===== src/rtl/motoro3_pkg.sv =====
// Shared encodings for the motoro3 gate driver: phase FSM states, decoded
// phase targets, step-index boundaries and m3gate bit positions.
package motoro3_pkg;

  typedef enum logic [1:0] {
    PH_OFF  = 2'd0,
    PH_HIGH = 2'd1,
    PH_LOW  = 2'd2,
    PH_DEAD = 2'd3
  } phase_state_t;

  typedef enum logic [1:0] {
    TGT_FLOAT = 2'd0,
    TGT_HIGH  = 2'd1,
    TGT_LOW   = 2'd2
  } target_t;

  localparam logic [3:0] STEP_IDLE    = 4'd0;
  localparam logic [3:0] STEP_MAX     = 4'd12;
  localparam logic [3:0] STEP_HIGH_LO = 4'd1;
  localparam logic [3:0] STEP_HIGH_HI = 4'd4;
  localparam logic [3:0] STEP_LOW_LO  = 4'd7;
  localparam logic [3:0] STEP_LOW_HI  = 4'd10;

  localparam int GATE_AL = 0;
  localparam int GATE_AH = 1;
  localparam int GATE_BL = 2;
  localparam int GATE_BH = 3;
  localparam int GATE_CL = 4;
  localparam int GATE_CH = 5;

  // Idle, the two float windows and the illegal codes all decode to FLOAT.
  function automatic target_t decode_step(input logic [3:0] step);
    if (step >= STEP_HIGH_LO && step <= STEP_HIGH_HI) return TGT_HIGH;
    if (step >= STEP_LOW_LO && step <= STEP_LOW_HI) return TGT_LOW;
    return TGT_FLOAT;
  endfunction

endpackage


===== src/rtl/motoro3_phase_deadtime.sv =====
// One half-bridge: OFF/HIGH/LOW/DEAD state machine with a dead-time counter
// that keeps both gates off for DEAD_CYCLES cycles whenever a driven state ends.
module motoro3_phase_deadtime
  import motoro3_pkg::*;
#(
  parameter int DEAD_CYCLES = 20,
  parameter int DEAD_W      = 8
) (
  input  logic       clk,
  input  logic       rst,
  input  logic [1:0] target,
  output logic       gateH,
  output logic       gateL,
  output logic       dead
);

  localparam logic [DEAD_W-1:0] DEAD_LOAD = DEAD_W'(DEAD_CYCLES - 1);

  phase_state_t      state_q, state_d;
  phase_state_t      tgt_state;
  logic [DEAD_W-1:0] cnt_q, cnt_d;
  logic              gate_h_q, gate_h_d;
  logic              gate_l_q, gate_l_d;
  logic              dead_q, dead_d;

  always_comb begin
    tgt_state = PH_OFF;
    case (target_t'(target))
      TGT_HIGH: tgt_state = PH_HIGH;
      TGT_LOW:  tgt_state = PH_LOW;
      default:  tgt_state = PH_OFF;
    endcase

    state_d = state_q;
    cnt_d   = cnt_q;
    case (state_q)
      PH_OFF: state_d = tgt_state;
      PH_HIGH, PH_LOW: begin
        if (tgt_state != state_q) begin
          state_d = PH_DEAD;
          cnt_d   = DEAD_LOAD;
        end
      end
      // Target is ignored until the countdown expires, so a brief FLOAT
      // glitch cannot shorten the off-time.
      PH_DEAD: begin
        if (cnt_q == '0) state_d = tgt_state;
        else             cnt_d   = cnt_q - 1'b1;
      end
      default: state_d = PH_OFF;
    endcase

    gate_h_d = (state_d == PH_HIGH);
    gate_l_d = (state_d == PH_LOW);
    dead_d   = (state_d == PH_DEAD);
  end

  always_ff @(posedge clk) begin
    if (rst) begin
      state_q  <= PH_OFF;
      cnt_q    <= '0;
      gate_h_q <= 1'b0;
      gate_l_q <= 1'b0;
      dead_q   <= 1'b0;
    end else begin
      state_q  <= state_d;
      cnt_q    <= cnt_d;
      gate_h_q <= gate_h_d;
      gate_l_q <= gate_l_d;
      dead_q   <= dead_d;
    end
  end

  assign gateH = gate_h_q;
  assign gateL = gate_l_q;
  assign dead  = dead_q;

endmodule


===== src/rtl/motoro3_gate_driver.sv =====
// Three-phase gate driver: decodes the step indices into per-phase targets,
// detects illegal step combinations and drives three dead-time half-bridges.
module motoro3_gate_driver
  import motoro3_pkg::*;
#(
  parameter int DEAD_CYCLES = 20,
  parameter int DEAD_W      = 8
) (
  input  logic       clk,
  input  logic       rst,
  input  logic       m3start,
  input  logic [3:0] m3stepA,
  input  logic [3:0] m3stepB,
  input  logic [3:0] m3stepC,
  output logic [5:0] m3gate,
  output logic [2:0] m3dead,
  output logic       m3fault
);

  logic [2:0][3:0] steps;
  logic [2:0][1:0] dec;
  logic [2:0][1:0] tgt;
  logic [2:0]      is_high, is_low;
  logic [2:0]      gate_h, gate_l, dead;
  logic            any_illegal, all_run, one_each;
  logic            fault_now, force_float;
  logic            fault_q, fault_d;

  assign steps = {m3stepC, m3stepB, m3stepA};

  always_comb begin
    any_illegal = 1'b0;
    all_run     = 1'b1;
    for (int i = 0; i < 3; i++) begin
      dec[i]     = decode_step(steps[i]);
      is_high[i] = (dec[i] == TGT_HIGH);
      is_low[i]  = (dec[i] == TGT_LOW);
      if (steps[i] > STEP_MAX) any_illegal = 1'b1;
      if (steps[i] == STEP_IDLE || steps[i] > STEP_MAX) all_run = 1'b0;
    end
    // With three phases, one HIGH plus one LOW leaves exactly one FLOAT.
    one_each    = $onehot(is_high) && $onehot(is_low);
    fault_now   = m3start && (any_illegal || (all_run && !one_each));
    fault_d     = m3start && (fault_q || fault_now);
    force_float = !m3start || fault_now || fault_q;
    for (int i = 0; i < 3; i++) begin
      tgt[i] = force_float ? TGT_FLOAT : dec[i];
    end
  end

  always_ff @(posedge clk) begin
    if (rst) fault_q <= 1'b0;
    else     fault_q <= fault_d;
  end

  for (genvar g = 0; g < 3; g++) begin : g_phase
    motoro3_phase_deadtime #(
      .DEAD_CYCLES(DEAD_CYCLES),
      .DEAD_W     (DEAD_W)
    ) u_phase (
      .clk   (clk),
      .rst   (rst),
      .target(tgt[g]),
      .gateH (gate_h[g]),
      .gateL (gate_l[g]),
      .dead  (dead[g])
    );
  end

  always_comb begin
    m3gate          = '0;
    m3gate[GATE_AL] = gate_l[0];
    m3gate[GATE_AH] = gate_h[0];
    m3gate[GATE_BL] = gate_l[1];
    m3gate[GATE_BH] = gate_h[1];
    m3gate[GATE_CL] = gate_l[2];
    m3gate[GATE_CH] = gate_h[2];
  end

  assign m3dead  = dead;
  assign m3fault = fault_q;

endmodule

===== config.mk =====
export PLATFORM = sky130hd
export DESIGN_NAME = motoro3_gate_driver
export DESIGN_NICKNAME = d
export VERILOG_FILES = /design/src/rtl/motoro3_pkg.sv /design/src/rtl/motoro3_phase_deadtime.sv /design/src/rtl/motoro3_gate_driver.sv
export SDC_FILE = /design/constraint.sdc
export NUM_CORES = 1
export LEC_CHECK = 0
export CORE_MARGIN = 5
export CORE_UTILIZATION = 50
export CTS_CLUSTER_DIAMETER = 40
export DETAILED_ROUTE_END_ITERATION = 7
export PLACE_DENSITY = 0.77
export SYNTH_ARGS = -nofsm -noshare
export SYNTH_HDL_FRONTEND = slang
export SYNTH_SLANG_ARGS = --single-unit

===== constraint.sdc =====
create_clock -name clk -period 3.5 [get_ports clk]
set_input_delay 0.875 -clock clk [delete_from_list [all_inputs] [get_ports clk]]
set_output_delay 0.875 -clock clk [all_outputs]
set_load 0.005 [all_outputs]

### Word-level counts from Yosys, hierarchy flattened

Cells that the tools add are included.

* add/subtract/negate cells: 7
* order comparisons: 15
* equality and inequality tests: 41
* muxes and demuxes: 51
* reductions and logical operators: 37

Operator list (count)
* $mux W8: 6
* $pmux W8 S2: 3
* $mux W2: 21
* $eq A2 B2 Y1 const B: 18
* $eq A2 B1 Y1 const B: 14
* $logic_not A8 Y1: 3
* $sub A8 B1 Y8 const B: 3
* $pmux W2 S3: 3
* $mux W1: 15
* $ge A4 B1 Y1 const B: 3
* $ge A4 B3 Y1 const B: 3
* $gt A4 B4 Y1 const B: 3
* $le A4 B3 Y1 const B: 3
* $le A4 B4 Y1 const B: 3
* $logic_not A4 Y1: 3
* $pmux W2 S2: 3
* $logic_and A1 B1 Y1: 10
* $reduce_and A3 Y1: 3
* $logic_or A1 B1 Y1: 7
* $logic_not A2 Y1: 3
* $ne A2 B1 Y1 const B: 3
* $ne A2 B2 Y1: 3
* $ne A2 B2 Y1 const B: 3
* $reduce_bool A2 Y1: 3
* other kinds (4): 9

* flip-flop bits (word level): 40
* bits of input ports: 15
* output and inout bits: 10
* word-level logic and storage cells: 167

### Depth between registers and ports, before layout

Gate-level depths: netlist of run 1.

* word-level depth: 24
* mapped depth: 13
* gate-level depth less buffers: 10

### By module

From an unflattened synthesis of run 1, not the netlist that was laid out.

* cells, all modules: 334
* area total of the unflattened synthesis: 3009.1 um2

Modules (own cells, without submodules)
* motoro3_phase_deadtime: instances 3, cells each 97, area each 885.8 um2, sequential area each 260.2 um2
* motoro3_gate_driver: instances 1, cells each 43, area each 351.6 um2, sequential area each 20.0 um2

### Worst setup path after synthesis of run 1

OpenSTA, ideal clock, no wires.

* path type: input to register
* start: input m3stepB[3]
* end: register g_phase[2].u_phase.cnt_q[4]
* setup time: 0.086 ns
* arrival time: 3.395 ns
* data required time: 3.414 ns
* slack: 0.019 ns
* stages on the path: 12
* path buffers: 2
* path through: or4b_4 -> o21ai_4 -> inv_4 -> fa_1 -> and4bb_2 -> nor4_4 -> nor2_2 -> buf_4 -> o21ai_1 -> buf_2 -> nor2_1 -> a221oi_2

* cells in the longest elaborated chain, start to end: 23
* elaborated cells between the ends (all ways): 41
* classes of those cells: 4 x add/sub; 5 x order compare; 8 x eq/ne; 12 x mux; 12 x reduce/logical

RTL lines
* start: declaration: RTL line motoro3_gate_driver.sv:13 `input logic [3:0] m3stepB,`
* $ge A4 B3 Y1 / $le A4 B4 Y1 (equally long branches): RTL line motoro3_pkg.sv:35 `if (step >= STEP_LOW_LO && step <= STEP_LOW_HI) return TGT_LOW;`
* $logic_and A1 B1 Y1: RTL line motoro3_pkg.sv:35
* $mux W1 (2 in series): RTL line motoro3_pkg.sv:35
* $mux W2: RTL line motoro3_pkg.sv:36 `return TGT_FLOAT;`
* $mux W2: RTL line motoro3_pkg.sv:35
* $eq A2 B1 Y1 / $eq A2 B2 Y1 (equally long branches): RTL line motoro3_gate_driver.sv:36, motoro3_gate_driver.sv:37
* $add A1 B1 Y2 (not written as such): RTL line motoro3_gate_driver.sv:42 `one_each = $onehot(is_high) && $onehot(is_low);`
* $add A2 B1 Y2 (not written as such): RTL line motoro3_gate_driver.sv:42
* [... 5 more ...]
* $logic_and A1 B1 Y1 *: RTL line motoro3_gate_driver.sv:43 `fault_now = m3start && (any_illegal || (all_run && !one_each));`
* $logic_or A1 B1 Y1 * (2 in series): RTL line motoro3_gate_driver.sv:45 `force_float = !m3start || fault_now || fault_q;`
* $mux W2 *: RTL line motoro3_gate_driver.sv:47 `tgt[i] = force_float ? TGT_FLOAT : dec[i];`
* $eq A2 B2 Y1 / $eq A2 B1 Y1 (equally long branches): RTL line motoro3_phase_deadtime.sv:28 `case (target_t'(target))`
* $pmux W2 S2 *: RTL line motoro3_phase_deadtime.sv:28
* $ne A2 B2 Y1 *: RTL line motoro3_phase_deadtime.sv:39 `if (tgt_state != state_q) begin`
* $ne A2 B1 Y1 (no source line) *
* $reduce_and A3 Y1 (no source line) *
* end signal: assignment: RTL line motoro3_phase_deadtime.sv:67 `cnt_q <= cnt_d;`
* end: declaration: RTL line motoro3_phase_deadtime.sv:21 `logic [DEAD_W-1:0] cnt_q, cnt_d;`

Mark *: on every way between the ends. The rest lies on a longest branch, timed or not. The select of a mux whose other input is x is not followed.
A chain may end at the register's enable or synchronous reset.

### Worst setup path in the final report of run 1

* start: input m3stepC[0]
* end: register g_phase[0].u_phase.cnt_q[0]

* cells in the longest elaborated chain, start to end: 22
* elaborated cells between the ends (all ways): 37
* classes of those cells: 2 x add/sub; 5 x order compare; 8 x eq/ne; 10 x mux; 12 x reduce/logical

RTL lines
* start: declaration: RTL line motoro3_gate_driver.sv:14 `input logic [3:0] m3stepC,`
* $ge A4 B3 Y1 / $le A4 B4 Y1 (equally long branches): RTL line motoro3_pkg.sv:35
* $logic_and A1 B1 Y1: RTL line motoro3_pkg.sv:35
* $mux W1 (2 in series): RTL line motoro3_pkg.sv:35
* $mux W2: RTL line motoro3_pkg.sv:36
* $mux W2: RTL line motoro3_pkg.sv:35
* $eq A2 B1 Y1 / $eq A2 B2 Y1 (equally long branches): RTL line motoro3_gate_driver.sv:36, motoro3_gate_driver.sv:37
* $add A2 B1 Y2 (not written as such): RTL line motoro3_gate_driver.sv:42
* $eq A2 B1 Y1: RTL line motoro3_gate_driver.sv:42
* [... 4 more ...]
* $logic_and A1 B1 Y1 *: RTL line motoro3_gate_driver.sv:43
* $logic_or A1 B1 Y1 * (2 in series): RTL line motoro3_gate_driver.sv:45
* $mux W2 *: RTL line motoro3_gate_driver.sv:47
* $eq A2 B2 Y1 / $eq A2 B1 Y1 (equally long branches): RTL line motoro3_phase_deadtime.sv:28
* $pmux W2 S2 *: RTL line motoro3_phase_deadtime.sv:28
* $ne A2 B2 Y1 *: RTL line motoro3_phase_deadtime.sv:39
* $ne A2 B1 Y1 (no source line) *
* $reduce_and A3 Y1 (no source line) *
* end signal: assignment: RTL line motoro3_phase_deadtime.sv:67
* end: declaration: RTL line motoro3_phase_deadtime.sv:21

Marked as above.

==> impl_metrics.csv, run 1 <==
group,metric,value,unit
placement,hpwl,5240,um
floorplanning,core,5850,sq um
sta,hold_slack,474,ps
synthesis,synth_warnings,0,
sta,timing.fmax,295,MHz
synthesis,synth_xor_xnor_area_share,0,%
worst_setup_path,arrival,3600,ps
floorplanning,num_io_pins,25,
worst_setup_path,cp-endpoint,"g_phase[0].u_phase.cnt_q[0]",
synthesis,synth.area.mux_share,2.33,%
power_and_ir_drop,worst_ir_drop_vdd,0.171,mV
global_routing,first_global_vias,2711,
flow_run,drv_cap,0,
cells_and_area,nets,437,
cells_and_area,syn2layout_area_growth,25.1,%
global_routing,grt_overflow,0,
worst_setup_path,worstPathRequired,3700,ps
worst_setup_path,timing.rr.end,"g_phase[2].u_phase.cnt_q[6]",
global_routing,grt_pass1_wl,12200,um
placement,place_congestion,0.884,
min_path,hold_class,"reg -> reg",
cells_and_area,fillers,460,
worst_setup_path,crit_type,"in -> reg",
placement,dpl.cell_count,475,
placement,port_buffers,24,
sta,finClkSkew,4.88,ps
cells_and_area,final_cell_mix,"buf_4 (49), dfxtp_1 (40), inv_1 (27)",
worst_setup_path,r2r_slack,1110,ps
clock_tree,insertion_delay,300,ps
synthesis,synthSimpleGateAreaFrac,25.5,%
cells_and_area,antenna-diode-count,0,
floorplanning,die_x,86.9,um
clock_tree,clockRootBuffer,"clkbuf_8",
synthesis,seq_area_frac_synth,27.1,%
floorplanning,start_util,50.6,%
worst_setup_path,worstSetupStartpointType,"input port",
synthesis,synth-compound-area-share,30.8,%
sta,finalCriticalPeriod,3390,ps
synthesis,synthArstFlopShare,0,%
power_and_ir_drop,p_leak,1.44,nW
floorplanning,die_y,86.9,um
sta,fin_crit_sh,96.9,%
clock_tree,clock_path_buffers,2,
global_routing,grt_use_total,19.7,%
clock_tree,clk_pin_slew,90,ps
clock_tree,cts-htree-levels,2,
clock_tree,cts_tree,"done",
cells_and_area,regArea,801,sq um
global_routing,antenna_found_initial,0,
power_and_ir_drop,p_per_area,285,nW/um^2
synthesis,syn-num-nets,383,
synthesis,avgSynthCellArea,8.29,sq um
synthesis,syn_inst,357,
clock_tree,hold_buffers,0,
worst_setup_path,crit_fanout,7,
clock_tree,cts_inserted_buffers,5,
placement,dp_slack,-639,ps
sta,worst_pin_slew,944,ps
clock_tree,clkSinkCount,40,
routing,firstDrtPassIters,4,
worst_setup_path,critPathLaunch,"m3stepC[0]",
worst_setup_path,r2r_start,"g_phase[2].u_phase.cnt_q[0]",
synthesis,ys_types,78,
synthesis,ys_ff_latch,40,
synthesis,synthAdderAreaFrac,5.16,%
routing,vias,2883,
routing,wl_per_cell,14.7,um
floorplanning,fp-row-count,28,
sta,fin_ws,107,ps
cells_and_area,final_cells,487,
sta,slew_violations,0,
global_routing,grt_max_degree,31,
outcome,status,"complete, no violations",
worst_setup_path,end_kind,"flop",
cells_and_area,drive_above_1_share,25.2,%
routing,drc,0,
sta,rsz0062_at_grt,"true",
routing,drtIter0Drc,162,
cells_and_area,final_common_cell,"buf_4",
worst_setup_path,rr_worst_depth,10,
synthesis,synth_edf_count,0,
sta,max_slew_margin,36.3,%
cells_and_area,multi_input_area,1970,sq um
floorplanning,dieArea,7550,sq um
synthesis,synth_top_family_by_area,"compound AO/OA/AOI/OAI gates",
sta,hold_violations,0,
routing,totalWireLength,7160,um
synthesis,synth_area,2960,sq um
routing,vias_per_cell,5.92,
routing,detail-route-antenna-nets,0,
sta,setup_viol,0,
synthesis,synth_top_flop_cell,"dfxtp_1",
## power breakdown
part / internal [mW] / total, mW / switching, mW
Combinational: 0.0956 / 0.197 / 0.102
Clock: 0.215 / 0.394 / 0.179
Sequential: 0.459 / 0.463 / 0.00398
## flip-flops by register name, summed over array words and instances, names as in the netlist
signal,count
m3fault,1
g_phase.u_phase.state_q,6
g_phase.u_phase.gateL,3
g_phase.u_phase.cnt_q,24
g_phase.u_phase.gateH,3
g_phase.u_phase.dead,3
## cell families (layout without fill, tap and decap cells)
group | Yosys count | in the layout
AOI/OAI and AO/OA | 109 | 109
adders and majority gates | 11 | 11
buffers and inverters | 59 | 114
DFF | 40 | 40
muxes | 6 | 6
and+or+nand+nor | 132 | 132
## per-layer routing
| layer | share of wire [%] | GRT usage [%] | wire [um] | vias to the layer above |
|---|---|---|---|---|
| met5 | 0 | 0 | 0 | - |
| met4 | 1.1 | 5.52 | 78 | 0 |
| met3 | 3.0 | 3.41 | 214 | 8 |
| met2 | 51 | 34.9 | 3670 | 44 |
| met1 | 45 | 24.4 | 3200 | 1382 |
| li1 | - | - | - | 1449 |
## critical path: stages
cell and delay (ps):
dlygate4sd2_1 270, nor2_1 150, mux2_4 330, inv_2 80
fa_1 390, and4bb_2 340, or4_4 160, nand2_2 90
a311oi_4 460, nand3_2 180, o211a_1 250
## area by class of cell
| cell class | instances | share of cell area [%] |
|---|---|---|
| multi-input cells | 258 | 53.3 |
| flip-flops and latches | 40 | 21.6 |
| inverters | 32 | 3.31 |
| clock buffers | 5 | 1.86 |
| well taps | 75 | 2.54 |
| clock inverters | 3 | 1.25 |
| repair buffers | 74 | 16.1 |
## cells in the mapped netlist, types with 3 or more instances
cell type,count,area share [%]
buf_4,10,2.5
o21ai_1,3,0.51
nor3_1,9,1.5
and2_1,4,0.85
nand3_1,13,2.2
nor3b_1,7,1.8
or3_1,7,1.5
a21oi_1,19,3.2
o211a_1,3,1.0
o31ai_1,8,2.0
inv_1,29,3.7
clkbuf_1,10,1.3
a31oi_1,4,0.85
ha_1,9,3.8
dfxtp_1,40,27
a211oi_1,5,1.3
o32ai_1,7,2.1
a311oi_1,3,0.89
o2111ai_1,4,1.2
nor4_2,3,1.3
nor4_1,7,1.5
o211ai_1,3,0.76
nand2_1,26,3.3
nor2b_1,7,1.5
a221oi_1,7,2.1
nor2_1,23,2.9
buf_2,6,1.0
nand2b_1,6,1.3
and3_1,4,0.85
mux2_2,4,1.5
o21ai_0,8,1.4
## worst min-delay path by stage
stage                                 from                     endpoint  slack [ps]  cells past startpoint
3_5_place_dp   g_phase[1].u_phase.cnt_q[6]  g_phase[1].u_phase.cnt_q[6]         460                      2
5_1_grt        g_phase[2].u_phase.cnt_q[7]  g_phase[2].u_phase.cnt_q[7]         500                      2
4_1_cts        g_phase[1].u_phase.cnt_q[6]  g_phase[1].u_phase.cnt_q[6]         470                      2
6_report       g_phase[1].u_phase.cnt_q[6]  g_phase[1].u_phase.cnt_q[6]         470                      2
2_1_floorplan  g_phase[1].u_phase.cnt_q[6]  g_phase[1].u_phase.cnt_q[6]         440                      2
3_3_place_gp   g_phase[1].u_phase.cnt_q[6]  g_phase[1].u_phase.cnt_q[6]         450                      2
## what timing repair did
action,4_1_cts,5_1_grt
setup endpoints to repair,38,27
resized for setup,39,5
setup buffers,2,2
hold endpoints to repair,0,0
pin swaps,9,7
cloned,0,0
## through the flow
step           total power [mW]  cell area [sq um]  setup TNS [ps]  util [%]
2_1_floorplan             0.573               2960               0         -
3_3_place_gp              0.653               3490          -17450      59.7
3_5_place_dp              0.656               3490          -20450      59.7
4_1_cts                    1.06               3660               0      62.6
5_1_grt                    1.10               3700           -40.2      63.2
6_report                   1.05               3700               0      63.2
(Power assumes the default switching activity.)
==> run 2, diff against run 1 <==
--- a/config.mk
+++ b/config.mk
@@ -5,6 +5,7 @@
 export SDC_FILE = /design/constraint.sdc
 export NUM_CORES = 1
 export LEC_CHECK = 0
+export ABC_CLOCK_PERIOD_IN_PS = 3500
 export CORE_MARGIN = 5
 export CORE_UTILIZATION = 50
 export CTS_CLUSTER_DIAMETER = 40
==> results of run 2 <==
No change in the layout: final DEF, timing and power equal those of run 1.
